File: src/rtl/mem_ctrl.sv
// Byte-serial memory controller: serves i_cache fetches and MEM-stage loads/stores
// over an 8-bit RAM port with one-cycle read latency. Data accesses win over fetches.
module mem_ctrl (
    input  logic        clk,
    input  logic        rst,
    input  logic        inst_read_flag,
    input  logic [31:0] inst_read_address,
    output logic        inst_flag,
    output logic [31:0] inst,
    input  logic        data_req,
    input  logic        data_we,
    input  logic [31:0] data_address,
    input  logic [1:0]  data_width,
    input  logic [31:0] data_wdata,
    output logic        data_flag,
    output logic [31:0] data_rdata,
    input  logic [7:0]  mem_din,
    output logic [7:0]  mem_dout,
    output logic [31:0] mem_a,
    output logic        mem_wr
);

    // Requests are levels sampled only in IDLE; completion is signalled by a
    // one-cycle flag pulse, after which the controller spends one cycle in DONE.
    typedef enum logic [2:0] {IDLE, INST_RD, DATA_RD, DATA_WR, DONE} state_t;

    state_t      state, state_n;
    logic [1:0]  k, k_n;
    logic [1:0]  nlast, nlast_n;
    logic        primed, primed_n;
    logic [31:0] wdata, wdata_n;
    logic [31:0] rbuf, rbuf_n;
    logic [31:0] merged;
    logic        inst_flag_n, data_flag_n, mem_wr_n;
    logic [31:0] inst_n, data_rdata_n, mem_a_n;
    logic [7:0]  mem_dout_n;

    // Read buffer with the byte arriving this cycle already in place.
    always_comb begin
        merged = rbuf;
        merged[{k, 3'b000} +: 8] = mem_din;
    end

    always_comb begin
        state_n      = state;
        k_n          = k;
        nlast_n      = nlast;
        primed_n     = primed;
        wdata_n      = wdata;
        rbuf_n       = rbuf;
        inst_n       = inst;
        data_rdata_n = data_rdata;
        inst_flag_n  = 1'b0;
        data_flag_n  = 1'b0;
        mem_a_n      = 32'h0;
        mem_dout_n   = 8'h00;
        mem_wr_n     = 1'b0;
        case (state)
            IDLE: begin
                k_n      = 2'd0;
                primed_n = 1'b0;
                rbuf_n   = 32'h0;
                if (data_req) begin
                    mem_a_n = data_address;
                    case (data_width)
                        2'b00:   nlast_n = 2'd0;
                        2'b01:   nlast_n = 2'd1;
                        default: nlast_n = 2'd3;
                    endcase
                    if (data_we) begin
                        state_n    = DATA_WR;
                        mem_wr_n   = 1'b1;
                        mem_dout_n = data_wdata[7:0];
                        wdata_n    = data_wdata;
                    end else begin
                        state_n = DATA_RD;
                    end
                end else if (inst_read_flag) begin
                    mem_a_n = inst_read_address;
                    nlast_n = 2'd3;
                    state_n = INST_RD;
                end
            end
            INST_RD, DATA_RD: begin
                if (state == INST_RD && !inst_read_flag) begin
                    state_n = IDLE;
                end else begin
                    // First cycle only issues an address; bytes arrive one cycle later.
                    mem_a_n  = mem_a + 32'd1;
                    primed_n = 1'b1;
                    if (primed) begin
                        rbuf_n = merged;
                        if (k == nlast) begin
                            state_n = DONE;
                            mem_a_n = 32'h0;
                            if (state == INST_RD) begin
                                inst_n      = merged;
                                inst_flag_n = 1'b1;
                            end else begin
                                data_rdata_n = merged;
                                data_flag_n  = 1'b1;
                            end
                        end else begin
                            k_n = k + 2'd1;
                        end
                    end
                end
            end
            DATA_WR: begin
                if (k == nlast) begin
                    state_n     = DONE;
                    data_flag_n = 1'b1;
                end else begin
                    k_n        = k + 2'd1;
                    mem_a_n    = mem_a + 32'd1;
                    mem_wr_n   = 1'b1;
                    mem_dout_n = wdata[15:8];
                    wdata_n    = {8'h00, wdata[31:8]};
                end
            end
            DONE: begin
                state_n = IDLE;
            end
            default: begin
                state_n = IDLE;
            end
        endcase
    end

    always_ff @(posedge clk) begin
        if (rst) begin
            state      <= IDLE;
            k          <= 2'd0;
            nlast      <= 2'd0;
            primed     <= 1'b0;
            wdata      <= 32'h0;
            rbuf       <= 32'h0;
            inst       <= 32'h0;
            inst_flag  <= 1'b0;
            data_rdata <= 32'h0;
            data_flag  <= 1'b0;
            mem_a      <= 32'h0;
            mem_dout   <= 8'h00;
            mem_wr     <= 1'b0;
        end else begin
            state      <= state_n;
            k          <= k_n;
            nlast      <= nlast_n;
            primed     <= primed_n;
            wdata      <= wdata_n;
            rbuf       <= rbuf_n;
            inst       <= inst_n;
            inst_flag  <= inst_flag_n;
            data_rdata <= data_rdata_n;
            data_flag  <= data_flag_n;
            mem_a      <= mem_a_n;
            mem_dout   <= mem_dout_n;
            mem_wr     <= mem_wr_n;
        end
    end

endmodule

File: config.mk
export PLATFORM = sky130hd
export DESIGN_NAME = mem_ctrl
export DESIGN_NICKNAME = d
export VERILOG_FILES = /design/src/rtl/mem_ctrl.sv
export SDC_FILE = /design/constraint.sdc
export NUM_CORES = 1
export LEC_CHECK = 0
export ABC_AREA = 0
export BUFFER_PORTS_ARGS = -buffer_cell sky130_fd_sc_hd__buf_2
export CAP_MARGIN = 20
export CORE_ASPECT_RATIO = 1.2
export CORE_MARGIN = 5
export CORE_UTILIZATION = 39
export DETAILED_ROUTE_END_ITERATION = 8
export GPL_ROUTABILITY_DRIVEN = 0
export SETUP_SLACK_MARGIN = 0.05
export SLEW_MARGIN = 5
export SYNTH_ARGS = -nofsm -noshare
export SYNTH_HDL_FRONTEND = slang
export SYNTH_SLANG_ARGS = --single-unit
File: constraint.sdc
create_clock -name clk -period 2.25 [get_ports clk]
set_input_delay 0.45 -clock clk [delete_from_list [all_inputs] [get_ports clk]]
set_output_delay 0.45 -clock clk [all_outputs]
set_load 0.02 [all_outputs]
# --- Word-level counts from Yosys, hierarchy flattened ---
# Index checks and enable logic that the tools add are counted.
op_classes:
  muxes: 45
  addsub: 3
  n_reduce_logical: 18
  shift: 2
  n_bitwise: 5
  eq_ne: 12
ops:
  columns: ["operator", "count"]
  rows:
  - ["32-bit 2-to-1 mux", 10]
  - ["32-bit case mux with 2 select lines", 2]
  - ["32-bit case mux with 3 select lines", 1]
  - ["32-bit by 1-bit adder with 32-bit output (second input constant)", 1]
  - ["32-bit bitwise mux", 1]
  - ["8-bit by 7-bit variable shift with 32-bit output (first input constant)", 1]
  - ["8-bit by 7-bit indexed part select with 32-bit output", 1]
  - ["8-bit 2-to-1 mux", 3]
  - ["8-bit case mux with 2 select lines", 1]
  - ["3-bit 2-to-1 mux", 5]
  - ["1-bit 2-to-1 mux", 11]
  - ["2-bit 2-to-1 mux", 5]
  - ["2-bit != test (second input constant)", 5]
  - ["5-bit AND reduction", 2]
  - ["3-bit case mux with 3 select lines", 1]
  - ["5-bit negator with 7-bit output", 1]
  - ["3-bit by 2-bit == test with 1-bit output (second input constant)", 2]
  - ["3-bit != test (second input constant)", 2]
  - ["1-bit case mux with 2 select lines", 3]
  - ["2-bit case mux with 3 select lines", 1]
  - ["2-bit AND reduction", 3]
  - ["3-bit AND reduction", 2]
  - ["2-bit nonzero test", 3]
  - ["1-bit inverter", 5]
  - ["other kinds (13)", 13]
totals:
  output_inout_bits: 107
  register_bits: 179
  word_cells: 98

# --- Depth between registers and ports, before layout ---
# Gate-level depths: netlist of the first run.
depth:
  ltp_word: 6
  depth_mapped: 9
  mapped_depth_nobuf: 7

# --- Worst setup path after synthesis of the first run ---
# Ideal clock, no wire load.
synth_path:
  path_kind: "register -> register"
  from: "reg mem_a[0]"
  to: "reg mem_a[30]"
  path_stages_with_launch: 7
  slack_ns: 0.414
  t_arrival_ns: 1.702
  period_less_slack_ns: 1.836
  path_buffers: 0
  path_cell_list: "dfxtp_1 > ha_1 > and3_1 > nand4_2 > nor4_1 > xnor2_1 > o22ai_1"
synth_between:
  elab_chain_len: 5
synth_lines:
  columns: ["element", "line", "text"]
  rows:
  - ["from (decl)", "19", "output logic [31:0] mem_a,"]
  - ["from (signal assigned)", "156", "mem_a <= mem_a_n;"]
  - ["32-bit by 1-bit adder with 32-bit output *", "89, 115", null]
  - ["32-bit 2-to-1 mux", "93, 110", null]
  - ["32-bit 2-to-1 mux", "91", "if (primed) begin"]
  - ["32-bit 2-to-1 mux", "85", "if (state == INST_RD && !inst_read_flag) begin"]
  - ["32-bit case mux with 3 select lines *", "58", "case (state)"]
# Mark *: on every way between the ends. The rest lies on a longest branch, timed or not.
# A chain may end at the register's enable or synchronous reset.

# --- Final worst setup path of the first run ---
layout_path:
  from: "reg k[1]"
  to: "reg data_rdata[18]"
layout_between:
  elab_chain_len: 3
  elab_cells_between_ends: 6
layout_lines:
  columns: ["element", "line", "text"]
  rows:
  - ["from (decl)", "28", "logic [1:0] k, k_n;"]
  - ["from (signal assigned)", "147", "k <= k_n;"]
  - ["5-bit negator with 7-bit output", "41", "merged[{k, 3'b000} +: 8] = mem_din;"]
  - ["8-bit by 7-bit indexed part select with 32-bit output or 8-bit by 7-bit variable shift with 32-bit output (tied branches)", "41", null]
  - ["32-bit bitwise mux", "41", null]
  - ["to (signal assigned)", "154", "data_rdata <= data_rdata_n;"]
  - ["to (decl)", "16", "output logic [31:0] data_rdata,"]
# Several ways; a longest one is shown, not always the timed one.

==> results.py, run 1 <==
metrics = {
    "critical_path": {
        "r2r-start": "k[1]$_SDFFE_PP0P_",
        "reg2reg_to": "data_rdata[18]$_SDFFE_PP0P_",
        "end_kind": "flip-flop",
        "crit_type": "flip-flop to flip-flop",
        "timing.critical_path.required_ns": 2.59,
        "r2r_setup_slack_ns": 0.24,
        "critical_path.max_fanout": 65,
        "ff2ff_path_depth": 7,
        "worst_ep_arrival_time_ns": 2.35,
        "cp-start-kind": "flip-flop",
    },
    "place": {
        "placedCellCount": 1304,
        "post_dp_cell_area_mm2": 0.00894,
        "buffer_ports.inserted": 217,
        "detailedPlacementHpwl_um": 15200,
    },
    "drt": {
        "drt-initial-drc-count": 257,
        "ant_nets": 0,
        "drt_first_pass_iters": 4,
        "drt-vias-per-instance": 5.11,
        "post_drt_wl_per_cell_um": 15.8,
        "vias": 6818,
        "postRouteWirelength_um": 21100,
        "drcViolationCount": 0,
    },
    "clock_tree": {
        "clkSinkCount": 171,
        "clk_latency_ns": 0.43,
        "max-clock-path-buffers": 2,
        "cts-hold-fix-buffers": 0,
        "clk_pin_slew_ns": 0.07,
        "cts_max_level": 4,
        "tritoncts.num_buffers": 17,
        "tritoncts": "yes",
        "cts_root_buffer": "sky130_fd_sc_hd__clkbuf_16",
    },
    "logic_synthesis": {
        "postSynthNetCount": 983,
        "synth_enable_flop_cells": 0,
        "predominant_post_synthesis_flop_cell": "sky130_fd_sc_hd__dfxtp_1",
        "synth_async_sr_flop_share": 0,
        "synth_area_leaders": "sky130_fd_sc_hd__dfxtp_1, sky130_fd_sc_hd__nor2_1, sky130_fd_sc_hd__a211oi_1",
        "synth_sequential_area_ratio": 0.450,
        "number_of_warnings_reported_in_the_yosys_synthesis_log": 0,
        "syn-cell-area_mm2": 0.00761,
        "synthTopCellsByCount": "sky130_fd_sc_hd__dfxtp_1, sky130_fd_sc_hd__nor2_1, sky130_fd_sc_hd__a21oi_1, sky130_fd_sc_hd__a211oi_1, sky130_fd_sc_hd__nor2b_1",
        "post-synth-top-area-cell": "sky130_fd_sc_hd__dfxtp_1",
        "synth.distinct_cells": 48,
        "fraction_of_synthesized_cell_area_taken_by_the_top_area_cell_type": 0.450,
        "synth.most_common_cell": "sky130_fd_sc_hd__dfxtp_1",
        "netlist_instances": 866,
        "syn-mean-instance-area_um2": 8.78,
        "postSynthRegisterBits": 171,
    },
    "sta": {
        "period_minus_slack_ns": 2.01,
        "slew_headroom": 0.467,
        "highest_clock_rate_mhz": 498,
        "worst_slew_pin_slew_ns": 0.799,
        "final_min_period_over_clock_period": 0.893,
        "final.setup.tns_ns": 0,
        "max_slew_violation_total_from_the_final_report": 0,
        "final_hold_viol_count": 0,
        "fin_skew_ns": 0.00936,
        "grt_setup_unrepaired": "false",
        "setup_viol": 0,
        "timing.hold.ws_ns": 0.250,
    },
    "worst_hold_path": {
        "holdPathEnd": "mem_dout[2]$_SDFF_PP0_",
        "hold_path_startpoint": "data_wdata[2]",
        "holdCritPathClass": "input pin to flip-flop",
        "hold_path_depth": 3,
    },
    "run_status": {
        "status": "finished, final reports clean",
    },
    "cells_and_area": {
        "final_cell_area_mm2": 0.00952,
        "drive_gt1_frac": 0.283,
        "finalNetCount": 1179,
        "insertedDiodeCount": 0,
        "fin_cells": 1334,
        "synth_to_final_area_change_pct": 25.2,
        "layout.filler_cells": 1947,
    },
    "global_route": {
        "antenna_found_initial": 0,
        "grt_overflow": 0,
        "first_global_vias": 6530,
        "wire_length_of_the_first_global_routing_pass_um": 33500,
        "maximum_number_of_pins_on_one_net_before_global_route_repair": 78,
        "grt_use_total": 0.187,
    },
    "die": {
        "rows": 56,
        "starting_density": 0.392,
        "die_h_um": 163,
        "core_area_mm2": 0.0194,
        "die_width_um": 137,
        "io_pins": 218,
        "floorplan.die_area_mm2": 0.0224,
    },
    "power": {
        "worst_case_vdd_ir_drop_v": 0.000544,
        "power.static_leakage_nw": 3.95,
        "p_per_area_mw_per_mm2": 1010,
        "design_power_total_mw": 9.59,
    },
    "flow_run": {
        "maxCapViolations": 0,
    },
}
==> routing by layer <==
layer	track usage	wire, µm	up-vias
li1	-	-	3459
met1	0.231	9020	3151
met2	0.325	10600	179
met3	0.0386	1240	29
met4	0.0558	328	0
met5	0	0	-
==> what timing repair did <==
item	in CTS	in global routing
endpoints found under the setup margin	0	3
buffers inserted	0	0
gates resized for setup	0	1
==> layout by cell type, fill, tap and decap left out, drive strengths merged, types with 2 or more instances in the layout <==
cell type	count
a211oi	81
a21oi	78
a22oi	41
and2	3
and3	5
and4	6
buf	245
bufinv	2
clkbuf	18
clkinv	5
dfxtp	171
ha	6
inv	13
mux2	4
mux2i	23
nand2	14
nand2b	7
nand3	9
nand3b	3
nand4	4
nor2	164
nor2b	66
nor3	18
nor4	3
nor4b	2
nor4bb	3
o21ai	3
o22ai	24
or2	2
or3	6
xnor2	26
xor2	8
==> through the flow <==
stage                     setup WS, ns   util
after floorplan                  0.414      -
after global placement           0.247  0.461
after detailed placement         0.254  0.461
after CTS                        0.238  0.490
after global routing            0.0990  0.491
final                            0.241  0.491
==> power breakdown <==
group | leakage, nW | total (mW) | switching (mW) | internal, mW
Combinational | 2.28 | 2.89 | 1.79 | 1.10
Clock | 0.283 | 2.92 | 1.25 | 1.67
Sequential | 1.39 | 3.78 | 0.374 | 3.41
==> kinds of logic (layout without fill, tap and decap cells) <==
group,Yosys count,in the layout,share of synthesized area
buf+inv,77,284,0.0457
mux,27,27,0.0362
simple gates,317,317,0.207
fa+ha+maj,6,6,0.00987
compound gates,234,234,0.212
flops,171,171,0.450
xor+xnor,34,34,0.0392
==> flip-flops by register name, summed over array words and instances (netlist names), 2 cells and up <==
register / flops
mem_dout: 8
data_rdata: 32
mem_a: 32
wdata: 24
state: 3
rbuf: 32
nlast: 2
inst: 32
k: 2
==> cell type report <==
type | instances | area, µm² | area share
inverters | 9 | 33.8 | 0.00355
well taps | 261 | 327 | 0.0343
clock buffers | 18 | 439 | 0.0461
multi-input cells | 618 | 3850 | 0.404
clock inverters | 12 | 139 | 0.0146
flip-flops and latches | 171 | 3420 | 0.359
repair buffers | 245 | 1310 | 0.138
==> worst max-delay path by stage <==
stage | from | end | slack (ns) | depth (start not counted)
finish | k[1]$_SDFFE_PP0P_ | data_rdata[18]$_SDFFE_PP0P_ | 0.24 | 7
global route | k[1]$_SDFFE_PP0P_ | data_rdata[18]$_SDFFE_PP0P_ | 0.1 | 7
CTS | state[1]$_SDFFE_PP0P_ | mem_a[7]$_SDFF_PP0_ | 0.24 | 4
detailed placement | state[1]$_SDFFE_PP0P_ | mem_a[7]$_SDFF_PP0_ | 0.25 | 4
global placement | k[1]$_SDFFE_PP0P_ | data_rdata[18]$_SDFFE_PP0P_ | 0.25 | 7
floorplan | mem_a[0]$_SDFF_PP0_ | mem_a[30]$_SDFF_PP0_ | 0.41 | 6
==> worst max-delay path, stage by stage (launching register included) <==
cell and delay (ns):
sky130_fd_sc_hd__dfxtp_1 0.31, sky130_fd_sc_hd__buf_4 0.15, sky130_fd_sc_hd__xnor2_1 0.31, sky130_fd_sc_hd__nand2_1 0.22, sky130_fd_sc_hd__nor3_2 0.29, sky130_fd_sc_hd__buf_12 0.31, sky130_fd_sc_hd__nor2_1 0.08, sky130_fd_sc_hd__a211oi_1 0.24
(Power assumes the default switching activity.)
==> run 2: changes to the inputs <==
- PLACE_DENSITY: not set -> 0.65
- clock period: 2.25 -> 1.65 ns (I/O delays scaled with it)
==> run 2 against run 1 <==
The run now ends with setup timing left; critical endpoint is now data_rdata[20]$_SDFFE_PP0P_; sequential share of layout area is 5.9 points lower; maximum frequency grew 9.0%; combinational power up 100%; flip-flop and latch count unchanged; via count increased by 9.9%; critical path depth rose by 1.
==> results.py, run 2 (synthesis results as in run 1) <==
metrics = {
    "run_status": {
        "status": "finished, violations left",
        "failing_checks": "setup timing",
    },
    "die": {
        "rows": 56,
        "floorplan.die_area_mm2": 0.0224,
        "io_pins": 218,
        "die_h_um": 163,
        "core_area_mm2": 0.0194,
        "die_width_um": 137,
        "starting_density": 0.392,
    },
    "critical_path": {
        "end_kind": "flip-flop",
        "startpoint_of_the_most_critical_setup_path": "k[0]$_SDFFE_PP0P_",
        "slowest_delay_ns": 0.36,
        "delay_heaviest_family_cp": "buffers and inverters",
        "critPathBufInv": 3,
        "timing.critical_path.cells": "buf_6, xnor2_4, nand2_2, nor3_4, buf_6, buf_12, nor2_1, a211oi_1",
        "r2r-start": "k[0]$_SDFFE_PP0P_",
        "crit_type": "flip-flop to flip-flop",
        "crit_slowest_cell": "sky130_fd_sc_hd__dfxtp_4",
        "cp_num_cells": 8,
        "worst_ep_arrival_time_ns": 2.16,
        "timing.critical_path.required_ns": 1.96,
        "critical_path.max_fanout": 9,
        "cp-start-kind": "flip-flop",
        "endpoint": "data_rdata[20]$_SDFFE_PP0P_",
        "r2r_setup_slack_ns": -0.19,
        "reg2reg_to": "data_rdata[20]$_SDFFE_PP0P_",
        "ff2ff_path_depth": 8,
        "crit_path_frequent_cell": "sky130_fd_sc_hd__buf_6",
    },
    "sta": {
        "final_critical_path_setup_slack_ns": -0.193,
        "final_hold_viol_count": 0,
        "highest_clock_rate_mhz": 542,
        "fin_skew_ns": 0.0131,
        "grt_setup_unrepaired": "true",
        "worst_slew_pin_slew_ns": 0.700,
        "final.setup.tns_ns": -3.63,
        "final_min_period_over_clock_period": 1.12,
        "period_minus_slack_ns": 1.84,
        "max_slew_violation_total_from_the_final_report": 0,
        "setup_viol": 91,
        "slew_headroom": 0.533,
    },
    "drt": {
        "drcViolationCount": 0,
        "drt-vias-per-instance": 5.25,
        "vias": 7491,
        "drt_first_pass_iters": 5,
        "ant_nets": 0,
        "post_drt_wl_per_cell_um": 17.5,
        "drt-initial-drc-count": 359,
        "postRouteWirelength_um": 24900,
    },
    "worst_hold_path": {
        "holdCritPathClass": "input pin to flip-flop",
        "hold_path_depth": 3,
    },
    "power": {
        "comb_power_share": 0.388,
        "p_per_area_mw_per_mm2": 1310,
        "power_switching_share": 0.360,
        "clock_share_of_power": 0.271,
        "power.sequential.fraction": 0.341,
        "design_power_total_mw": 15.0,
        "power.static_leakage_nw": 4.85,
        "total_switching_power_mw": 5.42,
        "p_int_mw": 9.62,
        "worst_case_vdd_ir_drop_v": 0.000749,
    },
    "global_route": {
        "grt_use_total": 0.200,
        "first_global_vias": 7062,
        "maximum_number_of_pins_on_one_net_before_global_route_repair": 131,
        "antenna_found_initial": 2,
        "grt_overflow": 0,
        "wire_length_of_the_first_global_routing_pass_um": 35700,
    },
    "clock_tree": {
        "cts_max_level": 4,
        "cts_root_buffer": "sky130_fd_sc_hd__clkbuf_16",
        "tritoncts.num_buffers": 17,
        "clk_pin_slew_ns": 0.07,
        "clkSinkCount": 171,
        "tritoncts": "yes",
        "clk_latency_ns": 0.43,
        "max-clock-path-buffers": 2,
        "cts-hold-fix-buffers": 0,
    },
    "place": {
        "buffer_ports.inserted": 217,
        "place_worst_setup_slack_ns": -0.0814,
        "detailedPlacementHpwl_um": 15600,
        "post_dp_cell_area_mm2": 0.00980,
    },
    "flow_run": {
        "maxCapViolations": 0,
    },
    "cells_and_area": {
        "postLayoutCoreUtil": 0.593,
        "synth_to_final_area_change_pct": 51.2,
        "drive_gt1_frac": 0.442,
        "most_common_cell_after_layout_fill_and_taps_aside": "sky130_fd_sc_hd__buf_2",
        "finalNetCount": 1268,
        "leading_cell_types_in_the_layout_fill_and_taps_excluded": "sky130_fd_sc_hd__buf_2, sky130_fd_sc_hd__dfxtp_1, sky130_fd_sc_hd__nor2_1",
        "final_cell_area_mm2": 0.0115,
    },
}
## run 2: cell count changes in the layout (fill, tap and decap cells not counted), sizes merged
cell / delta
clkbuf: +9
inv: +1
buf: +80
diode: +2
## run 2: final cells by class
type	instances	area, µm²
clock inverter	13	155
antenna	2	5.00
inverter	9	37.5
fill	1687	7910
tap	261	327
sequential	171	3450
clock buffer	18	439
multi-input combinational	618	4620
timing repair buffer	334	2470
## run 2: worst min-delay path by stage
stage	startpoint	end	slack (ns)
floorplan	rbuf[10]$_SDFFE_PP0P_	rbuf[10]$_SDFFE_PP0P_	0.45
global placement	rbuf[26]$_SDFFE_PP0P_	rbuf[26]$_SDFFE_PP0P_	0.46
detailed placement	rbuf[25]$_SDFFE_PP0P_	rbuf[25]$_SDFFE_PP0P_	0.47
CTS	data_wdata[7]	mem_dout[7]$_SDFF_PP0_	0.12
global route	data_wdata[30]	wdata[30]$_SDFFE_PP0P_	0.15
finish	inst_read_address[8]	mem_a[8]$_SDFF_PP0_	0.14
## run 2: through the flow
stage               std cells  hold WS, ns
floorplan                 866        0.447
global placement         1355        0.456
detailed placement       1355        0.466
CTS                      1396        0.124
global route             1426        0.152
finish                   1426        0.143
## run 2: routing by layer
| layer | track usage | routed length (µm) |
|---|---|---|
| met4 | 0.0535 | 359 |
| met2 | 0.362 | 13000 |
| met1 | 0.237 | 10100 |
| met3 | 0.0417 | 1430 |
| met5 | 0 | 0 |
## run 2: worst min-delay path, delay by kind of cell
kind	cells	cell delay, ns
buffers and inverters	1	0.08
AND/OR/NAND/NOR	1	0.07
AO/OA/AOI/OAI	1	0.05
## run 2: power groups by stage
stage / logic (mW) / clock network [mW] / registers, mW
after floorplan: 2.73 / 0 / 5.48
after global placement: 4.93 / 0 / 5.09
after detailed placement: 4.97 / 0 / 5.10
after CTS: 5.24 / 4.17 / 5.04
after global routing: 6.26 / 4.34 / 5.20
final: 5.84 / 4.08 / 5.13
## run 2: repair_timing
item	CTS	global route
pin swaps	2	42
resized for setup	39	89
setup endpoints to repair	130	162
hold endpoints to repair	0	0
setup buffers	6	18
cloned	4	12
==> run 3: changes to the inputs <==
- PLACE_DENSITY: 0.65 -> not set
- clock period: 1.65 -> 2.03 ns (I/O delays scaled with it)
==> run 3 against run 2 <==
The run now ends clean; setup slack better by 0.37 ns; final cell count down 5.2%; register-to-register slack better by 0.37 ns; core utilization down 8.8 points; sequential power down 19%; combinational power down 42%.
==> results.py, run 3 (synthesis results as in run 1) <==
metrics = {
    "run_status": {
        "status": "finished, final reports clean",
    },
    "sta": {
        "grt_setup_unrepaired": "false",
        "highest_clock_rate_mhz": 539,
        "final.setup.tns_ns": 0,
        "fin_skew_ns": 0.00879,
        "timing.hold.ws_ns": 0.177,
        "worst_slew_pin_slew_ns": 0.900,
        "slew_headroom": 0.400,
        "setup_viol": 0,
        "final_hold_viol_count": 0,
        "max_slew_violation_total_from_the_final_report": 0,
        "period_minus_slack_ns": 1.85,
        "final_min_period_over_clock_period": 0.913,
    },
    "cells_and_area": {
        "insertedDiodeCount": 0,
        "synth_to_final_area_change_pct": 28.8,
        "drive_gt1_frac": 0.303,
        "most_common_cell_after_layout_fill_and_taps_aside": "sky130_fd_sc_hd__buf_2",
        "finalNetCount": 1195,
        "leading_cell_types_in_the_layout_fill_and_taps_excluded": "sky130_fd_sc_hd__buf_2, sky130_fd_sc_hd__dfxtp_1, sky130_fd_sc_hd__nor2_1",
        "layout.filler_cells": 1933,
    },
    "critical_path": {
        "critPathBufInv": 3,
        "end_kind": "flip-flop",
        "ff2ff_path_depth": 7,
        "timing.critical_path.cells": "buf_4, xnor2_2, nand2_2, nor3_4, buf_12, bufbuf_16, a211oi_1",
        "r2r-start": "k[0]$_SDFFE_PP0P_",
        "critical_path.max_fanout": 29,
        "cp-start-kind": "flip-flop",
        "crit_type": "flip-flop to flip-flop",
        "r2r_setup_slack_ns": 0.18,
        "slowest_delay_ns": 0.33,
        "timing.critical_path.required_ns": 2.30,
        "reg2reg_to": "data_rdata[2]$_SDFFE_PP0P_",
        "worst_ep_arrival_time_ns": 2.12,
        "crit_slowest_cell": "sky130_fd_sc_hd__bufbuf_16",
        "delay_heaviest_family_cp": "buffers and inverters",
    },
    "drt": {
        "postRouteWirelength_um": 22100,
        "vias": 6894,
        "drt-initial-drc-count": 287,
        "drt_first_pass_iters": 5,
        "ant_nets": 0,
        "post_drt_wl_per_cell_um": 16.3,
        "drt-vias-per-instance": 5.10,
        "drcViolationCount": 0,
    },
    "global_route": {
        "grt_use_total": 0.193,
        "maximum_number_of_pins_on_one_net_before_global_route_repair": 86,
        "antenna_found_initial": 0,
        "wire_length_of_the_first_global_routing_pass_um": 34500,
        "first_global_vias": 6621,
        "grt_overflow": 0,
    },
    "place": {
        "detailedPlacementHpwl_um": 15200,
        "buffer_ports.inserted": 217,
    },
    "power": {
        "worst_case_vdd_ir_drop_v": 0.000602,
        "design_power_total_mw": 10.9,
        "p_per_area_mw_per_mm2": 1110,
        "power.static_leakage_nw": 4.08,
    },
    "clock_tree": {
        "cts_max_level": 4,
        "cts_root_buffer": "sky130_fd_sc_hd__clkbuf_16",
        "max-clock-path-buffers": 2,
        "tritoncts": "yes",
        "clk_pin_slew_ns": 0.07,
        "clk_latency_ns": 0.43,
        "clkSinkCount": 171,
        "tritoncts.num_buffers": 17,
    },
    "die": {
        "floorplan.die_area_mm2": 0.0224,
        "starting_density": 0.392,
        "die_h_um": 163,
        "core_area_mm2": 0.0194,
        "die_width_um": 137,
        "rows": 56,
        "io_pins": 218,
    },
    "worst_hold_path": {
        "hold_path_startpoint": "rst",
        "holdCritPathClass": "input pin to flip-flop",
        "hold_path_depth": 2,
        "holdPathEnd": "nlast[1]$_SDFFE_PP0P_",
    },
    "flow_run": {
        "maxCapViolations": 0,
    },
}
==> run 3: report_power, final <==
part,total [mW],switching [mW],internal (mW)
clock,3.33,1.40,1.94
sequential,4.14,0.364,3.78
combinational,3.39,2.10,1.30
total,10.9,3.86,7.01
==> run 3: repair_timing <==
action / 4_1_cts / 5_1_grt
cloned: 1 / 1
buffers inserted: 0 / 1
resized for setup: 2 / 12
pin swaps: 1 / 1
setup endpoints to repair: 8 / 72
hold buffers: 0 / 0
==> run 3: cell type report <==
type	count	area [µm²]	share of cell area
inverter	9	33.8	0.00345
timing repair buffer	261	1500	0.153
clock buffer	22	474	0.0484
multi-input combinational	618	3910	0.399
tap	261	327	0.0333
sequential	171	3420	0.350
clock inverter	10	131	0.0134
==> run 3: per-stage QoR <==
stage                     setup WS, ns  utilization  area (µm²)  std cells
after floorplan                  0.194            -        7610        866
after global placement          0.0944        0.466        9050       1317
after detailed placement        0.0734        0.466        9050       1317
after CTS                       0.0828        0.500        9700       1350
after global routing            0.0640        0.505        9800       1352
final                            0.176        0.505        9800       1352
==> run 3: worst max path at each step <==
| stage | startpoint | end | slack (ns) | cells after the start |
|---|---|---|---|---|
| detailed placement | k[0]$_SDFFE_PP0P_ | data_rdata[8]$_SDFFE_PP0P_ | 0.07 | 7 |
| global placement | k[0]$_SDFFE_PP0P_ | data_rdata[8]$_SDFFE_PP0P_ | 0.09 | 7 |
| finish | k[0]$_SDFFE_PP0P_ | data_rdata[2]$_SDFFE_PP0P_ | 0.18 | 7 |
| floorplan | mem_a[0]$_SDFF_PP0_ | mem_a[30]$_SDFF_PP0_ | 0.19 | 6 |
| global route | k[0]$_SDFFE_PP0P_ | data_rdata[16]$_SDFFE_PP0P_ | 0.06 | 7 |
| CTS | k[0]$_SDFFE_PP0P_ | mem_a[7]$_SDFF_PP0_ | 0.08 | 6 |
==> run 3: layer usage <==
layer  vias to the layer above  wire length (µm)  GRT usage
met5                         -                 0          0
met4                         0               449     0.0640
met3                        28              1590     0.0494
met2                       209             11000      0.324
met1                      3168              9090      0.241
li1                       3489                 -          -
